$ cat src/rtl/stream_demux_if.sv
// Handshake bundle for stream_demux: one input stream, NCH one-word output slots.
// The in_bcast signal exists only when STREAM_DEMUX_BROADCAST_EN is defined.
interface stream_demux_if #(
  parameter int WIDTH = 8,
  parameter int NCH   = 8,
  parameter int SEL_W = $clog2(NCH)
);
  logic                   in_valid;
  logic                   in_ready;
  logic [WIDTH-1:0]       in_data;
  logic [SEL_W-1:0]       in_sel;
`ifdef STREAM_DEMUX_BROADCAST_EN
  logic                   in_bcast;
`endif
  logic [NCH-1:0]         out_valid;
  logic [NCH-1:0]         out_ready;
  logic [NCH*WIDTH-1:0]   out_data;
  logic                   err;
  logic [7:0]             drop_cnt;

`ifdef STREAM_DEMUX_BROADCAST_EN
  modport master (
    output in_valid, in_data, in_sel, in_bcast, out_ready,
    input  in_ready, out_valid, out_data, err, drop_cnt
  );
  modport slave (
    input  in_valid, in_data, in_sel, in_bcast, out_ready,
    output in_ready, out_valid, out_data, err, drop_cnt
  );
`else
  modport master (
    output in_valid, in_data, in_sel, out_ready,
    input  in_ready, out_valid, out_data, err, drop_cnt
  );
  modport slave (
    input  in_valid, in_data, in_sel, out_ready,
    output in_ready, out_valid, out_data, err, drop_cnt
  );
`endif
endinterface

$ cat src/rtl/stream_demux.sv
// Routes one input stream into NCH independent one-entry output slots by in_sel.
// Define STREAM_DEMUX_BROADCAST_EN to add in_bcast (load all slots at once).
module stream_demux #(
  parameter int WIDTH = 8,
  parameter int NCH   = 8,
  parameter int SEL_W = $clog2(NCH)
) (
  input logic           clk,
  input logic           rst,
  stream_demux_if.slave bus
);

  logic [NCH-1:0]       valid_q, valid_d;
  logic [NCH*WIDTH-1:0] data_q, data_d;
  logic                 err_q, err_d;
  logic [7:0]           drop_q, drop_d;

  logic [NCH-1:0]       drain;
  logic [NCH-1:0]       slot_free;
  logic                 tgt_free;
  logic                 sel_ok;
  logic                 in_ready;
  logic                 accept;
  logic [NCH*WIDTH-1:0] out_data;

  // With a power-of-two channel count every select value names a real slot.
  if (NCH == (1 << SEL_W)) begin : g_pow2
    assign sel_ok = 1'b1;
  end else begin : g_npow2
    assign sel_ok = (int'(bus.in_sel) < NCH);
  end

  always_comb begin
    drain     = valid_q & bus.out_ready;
    slot_free = ~valid_q | bus.out_ready;
    tgt_free  = 1'b0;
    for (int k = 0; k < NCH; k++) begin
      if (bus.in_sel == SEL_W'(k)) tgt_free = slot_free[k];
    end
    if (rst) begin
      in_ready = 1'b0;
    end else begin
`ifdef STREAM_DEMUX_BROADCAST_EN
      if (bus.in_bcast) in_ready = &slot_free;
      else              in_ready = !sel_ok || tgt_free;
`else
      in_ready = !sel_ok || tgt_free;
`endif
    end
  end

  always_comb begin
    valid_d = valid_q & ~drain;
    data_d  = data_q;
    err_d   = 1'b0;
    drop_d  = drop_q;
    accept  = bus.in_valid & in_ready;
    if (accept) begin
`ifdef STREAM_DEMUX_BROADCAST_EN
      if (bus.in_bcast) begin
        valid_d = '1;
        data_d  = {NCH{bus.in_data}};
      end else
`endif
      if (sel_ok) begin
        for (int k = 0; k < NCH; k++) begin
          if (bus.in_sel == SEL_W'(k)) begin
            valid_d[k]               = 1'b1;
            data_d[k*WIDTH +: WIDTH] = bus.in_data;
          end
        end
      end else begin
        err_d = 1'b1;
        if (drop_q != 8'hFF) drop_d = drop_q + 8'd1;
      end
    end
  end

  always_ff @(posedge clk) begin
    if (rst) begin
      valid_q <= '0;
      data_q  <= '0;
      err_q   <= 1'b0;
      drop_q  <= 8'd0;
    end else begin
      valid_q <= valid_d;
      data_q  <= data_d;
      err_q   <= err_d;
      drop_q  <= drop_d;
    end
  end

  // Stored words are kept untouched while empty; only the visible output is masked.
  always_comb begin
    out_data = '0;
    for (int k = 0; k < NCH; k++) begin
      if (valid_q[k]) out_data[k*WIDTH +: WIDTH] = data_q[k*WIDTH +: WIDTH];
    end
  end

  assign bus.in_ready  = in_ready;
  assign bus.out_valid = valid_q;
  assign bus.out_data  = out_data;
  assign bus.err       = err_q;
  assign bus.drop_cnt  = drop_q;

endmodule

$ cat src/flat_wrapper.sv
// flat-port wrapper written by rule: the top's interface ports become plain ports
module stream_demux_flat 
#(
  parameter int WIDTH = 8,
  parameter int NCH   = 8,
  parameter int SEL_W = $clog2(NCH)
)
  (clk, rst, bus_in_valid, bus_in_data, bus_in_sel, bus_out_ready, bus_in_ready, bus_out_valid, bus_out_data, bus_err, bus_drop_cnt);
  stream_demux_if #(.WIDTH(WIDTH), .NCH(NCH), .SEL_W(SEL_W)) bus_i ();
  input logic clk;
  input logic rst;
  input wire logic [$bits(bus_i.in_valid)-1:0] bus_in_valid;
  input wire logic [$bits(bus_i.in_data)-1:0] bus_in_data;
  input wire logic [$bits(bus_i.in_sel)-1:0] bus_in_sel;
  input wire logic [$bits(bus_i.out_ready)-1:0] bus_out_ready;
  output wire logic [$bits(bus_i.in_ready)-1:0] bus_in_ready;
  output wire logic [$bits(bus_i.out_valid)-1:0] bus_out_valid;
  output wire logic [$bits(bus_i.out_data)-1:0] bus_out_data;
  output wire logic [$bits(bus_i.err)-1:0] bus_err;
  output wire logic [$bits(bus_i.drop_cnt)-1:0] bus_drop_cnt;
  assign bus_i.in_valid = bus_in_valid;
  assign bus_i.in_data = bus_in_data;
  assign bus_i.in_sel = bus_in_sel;
  assign bus_i.out_ready = bus_out_ready;
  assign bus_in_ready = bus_i.in_ready;
  assign bus_out_valid = bus_i.out_valid;
  assign bus_out_data = bus_i.out_data;
  assign bus_err = bus_i.err;
  assign bus_drop_cnt = bus_i.drop_cnt;
  stream_demux #(.WIDTH(WIDTH), .NCH(NCH), .SEL_W(SEL_W)) u_core (.clk(clk), .rst(rst), .bus(bus_i));
endmodule
$ cat config.mk
export PLATFORM = sky130hd
export DESIGN_NAME = stream_demux_flat
export DESIGN_NICKNAME = d
export VERILOG_FILES = /design/src/rtl/stream_demux_if.sv /design/src/rtl/stream_demux.sv /design/src/flat_wrapper.sv
export SDC_FILE = /design/constraint.sdc
export NUM_CORES = 1
export LEC_CHECK = 0
export CORE_UTILIZATION = 34
export DETAILED_ROUTE_END_ITERATION = 6
export PLACE_DENSITY_LB_ADDON = 0.05
export SYNTH_ARGS = -nofsm -noshare
export SYNTH_HDL_FRONTEND = slang
export SYNTH_SLANG_ARGS = --single-unit
$ cat constraint.sdc
create_clock -name clk -period 1.4 [get_ports clk]
set_input_delay 0.28 -clock clk [delete_from_list [all_inputs] [get_ports clk]]
set_output_delay 0.28 -clock clk [all_outputs]
set_load 0.05 [all_outputs]
==> results of run 1 <==
[power groups by stage]
| stage | Sequential, µW | Clock (µW) | Combinational [µW] |
|---|---|---|---|
| CTS | 2090 | 1680 | 560 |
| global route | 2100 | 1750 | 606 |
| floorplan | 2150 | 0 | 276 |
| global placement | 2140 | 0 | 541 |
| finish | 2090 | 1640 | 571 |
| detailed placement | 2140 | 0 | 547 |
[cell usage after synthesis (9+ instances only)]
master | number | area [µm²]
clkbuf_1 | 23 | 86.3
nor2b_1 | 9 | 56.3
nand4_1 | 16 | 100
nand3_1 | 25 | 125
o311ai_0 | 16 | 140
buf_4 | 13 | 97.6
dfxtp_1 | 72 | 1440
o31ai_1 | 16 | 120
o21ai_1 | 16 | 80.1
nand2_1 | 19 | 71.3
nand2b_1 | 10 | 62.6
a21oi_1 | 48 | 240
o21ai_0 | 24 | 120
and2_1 | 65 | 407
[registers in the layout (all words and copies together) (netlist names)]
register / count
u_core.bus.out_valid: 8
u_core.data_q: 64
[layout make-up]
class / instances / area [µm²]
clock buffers: 9 / 124
clock inverters: 7 / 72.6
fillers: 836 / 3740
inverters: 1 / 3.75
multi-input cells: 303 / 2050
flip-flops and latches: 72 / 1470
well taps: 133 / 166
repair buffers: 149 / 2240
[through the flow]
step	setup TNS [ns]	setup WS, ns
after floorplan	-0.408	-0.408
after global placement	-32.11	-0.703
after detailed placement	-32.31	-0.702
after CTS	-3.14	-0.546
after global routing	-4.03	-0.562
final	-1.50	-0.526
[routing by layer]
layer	track usage [%]	share of wire [%]	wire length (µm)	vias up
met3	3.84	5.2	559	17
met1	25.9	43	4610	1680
li1	-	-	-	1713
met5	0	0	0	-
met4	7.97	1.9	201	0
met2	33.9	50	5400	107
[cells by family (layout without fill, tap and decap cells)]
| group | count (synthesis) | after routing |
|---|---|---|
| multiplexers | 9 | 9 |
| buffers and inverters | 49 | 166 |
| flip-flops | 72 | 72 |
| AO/OA/AOI/OAI | 123 | 123 |
| other | 1 | 9 |
| AND/OR/NAND/NOR | 162 | 162 |
[path summary, 6_finish.rpt]
check / end / depth (start not counted)
hold reg to reg: u_core.data_q[28] / 2
setup reg to reg: u_core.data_q[22] / 7
setup / recovery: bus_in_ready / 4
hold / removal: u_core.bus.out_valid[3] / 3
[what timing repair did]
item | 4_1_cts | 5_1_grt
endpoints found under the setup margin | 129 | 87
pin swaps | 12 | 9
gates cloned | 1 | 1
gates resized for setup | 93 | 25
endpoints found under the hold margin | 0 | 0
buffers inserted | 4 | 4
[worst min-delay path, stage by stage]
cell,delay [ns]
buf_2,0.15
buf_4,0.14
a21oi_1,0.03
==> metrics.md, run 1 <==
| Metric | Value |
|---|---|
| DRC viols | `0` |
| Cell Pwr Density | `703 mW/mm²` |
| Avg WL per Cell | `16.0 µm` |
| Synth Register Bits | `72` |
| Worst Path Max Fanout | `2` |
| HP Class | `primary input to flop` |
| Sink Count | `72` |
| Max Freq | `519 MHz` |
| Endpoint type of the worst setup path | `output port` |
| Comb pwr share | `13.3%` |
| Slowest CP cell | `mux4_2` |
| Final net count | `558` |
| First-pass GRT wire length | `17.6 mm` |
| Maximum VDD drop | `0.388 mV` |
| Yosys warns | `0` |
| Period utilisation layout | `138%` |
| RSZ-0062 raised after global routing | `yes` |
| Crit path arrival time | `1.65 ns` |
| Synth async-reset ratio | `0%` |
| Final hold violations | `0` |
| Post-CTS Hold Buffers | `0` |
| Core area | `0.00986 mm²` |
| R2R Setup Slk | `0.05 ns` |
| Post-route ant nets | `0` |
| Initial DRC Count | `150` |
| Vias in the first global route | `3443` |
| Status | `finished, violations left` |
| Commonest non-fill, non-tap cells in the layout | `buf_12, and2_4, dfxtp_1` |
| Critical-path cell list | `nor2b_4, mux4_2, o22ai_4, buf_12` |
| Critical Path Max Stage Delay | `0.48 ns` |
| Post-synthesis simple-gate area fraction | `27.8%` |
| Max-Cap Viols | `0` |
| Post-synth EDFFs | `0` |
| Htree depth | `3` |
| Grt ovf | `0` |
| Root Buffer | `clkbuf_8` |
| Crit path buffers/inverters | `1` |
| Part of the power in registers | `48.6%` |
| Initial Util | `35.5%` |
| NetSw | `1180 µW` |
| Via count | `3517` |
| Finished Cell Area | `0.00613 mm²` |
| Port Buffer Count | `94` |
| All-Layer GR Usage | `20.3%` |
| Clock share of power | `38.1%` |
| First-pass iteration count of the detailed router | `4` |
| Rows | `36` |
| Post-synthesis adder-cell area fraction | `0%` |
| Worst path top cell family by delay | `multiplexers` |
| Rel. slew slack | `63.9%` |
| Cells after synthesis | `416` |
| Setup ws final | `-0.526 ns` |
| I/O pins | `104` |
| Worst-Skew Late Latency | `0.36 ns` |
| Fraction of the mapped netlist area in compound gates | `20.6%` |
| Placed inst area | `0.00564 mm²` |
| Xor and xnor area share after synthesis | `0%` |
| Core Util, Final | `62.1%` |
| Overall Power | `4310 µW` |
| Post-Syn Area | `0.00350 mm²` |
| Number of diodes | `0` |
| Actual slew at the worst max-slew pin | `0.540 ns` |
| Die Y | `104 µm` |
| Die area | `0.0107 mm²` |
| Worst path required time | `1.12 ns` |
| TritonCTS clock tree | `built` |
| Sw Share | `27.3%` |
| HP Start | `rst` |
| Initial antenna violation count | `0` |
| Final GP Congestion | `0.820` |
| Max Slew Vio Count | `0` |
| Worst r2r src | `u_core.bus.out_valid[2]` |
| Largest family of logic cells by synthesized area | `simple AND/OR/NAND/NOR gates` |
| Register area share after synthesis | `41.1%` |
| Max Buffers Root-to-Sink | `2` |
| Routed vias/inst | `5.22` |
| Layout cells sized above 1 | `42.7%` |
| Leakage | `0.00229 µW` |
| Non-filler cells, final | `674` |
| Num CTS Buffers | `9` |
| Hold WS | `0.279 ns` |
| Commonest non-fill, non-tap cell in the layout | `buf_12` |
| Die width | `104 µm` |
| Clock-pin slew on the worst setup and hold paths | `0.08 ns` |
| CP startpoint | `u_core.bus.out_valid[4]` |
| Layout area overhead | `74.8%` |
| Cell Int Power | `3130 µW` |
| Largest net degree at the start of global routing | `33` |
| Nature of the critical path startpoint | `flop` |
| Total routed wirelength | `10.8 mm` |
| Final setup fails | `50` |
| DP Cell Count | `649` |
| Synth unique cells | `37` |
| Mux contribution to synthesized area | `2.93%` |
| Syn avg cell area | `8.42 µm²` |
| Most used DFF post-synth | `dfxtp_1` |
| Critical path class | `flop to output port` |
| Hpwl dp | `7.47 mm` |
| Tmin final | `1.93 ns` |
| Worst clock skew | `0.00988 ns` |
| Failing checks | `negative setup slack` |
No activity file was read; power rests on OpenSTA's default activity.
==> run 2: changes to the inputs <==
SLEW_MARGIN = 20   (was unset)
==> results of run 2 <==
Same layout as run 1: the final DEF is identical, and so are final timing and power.
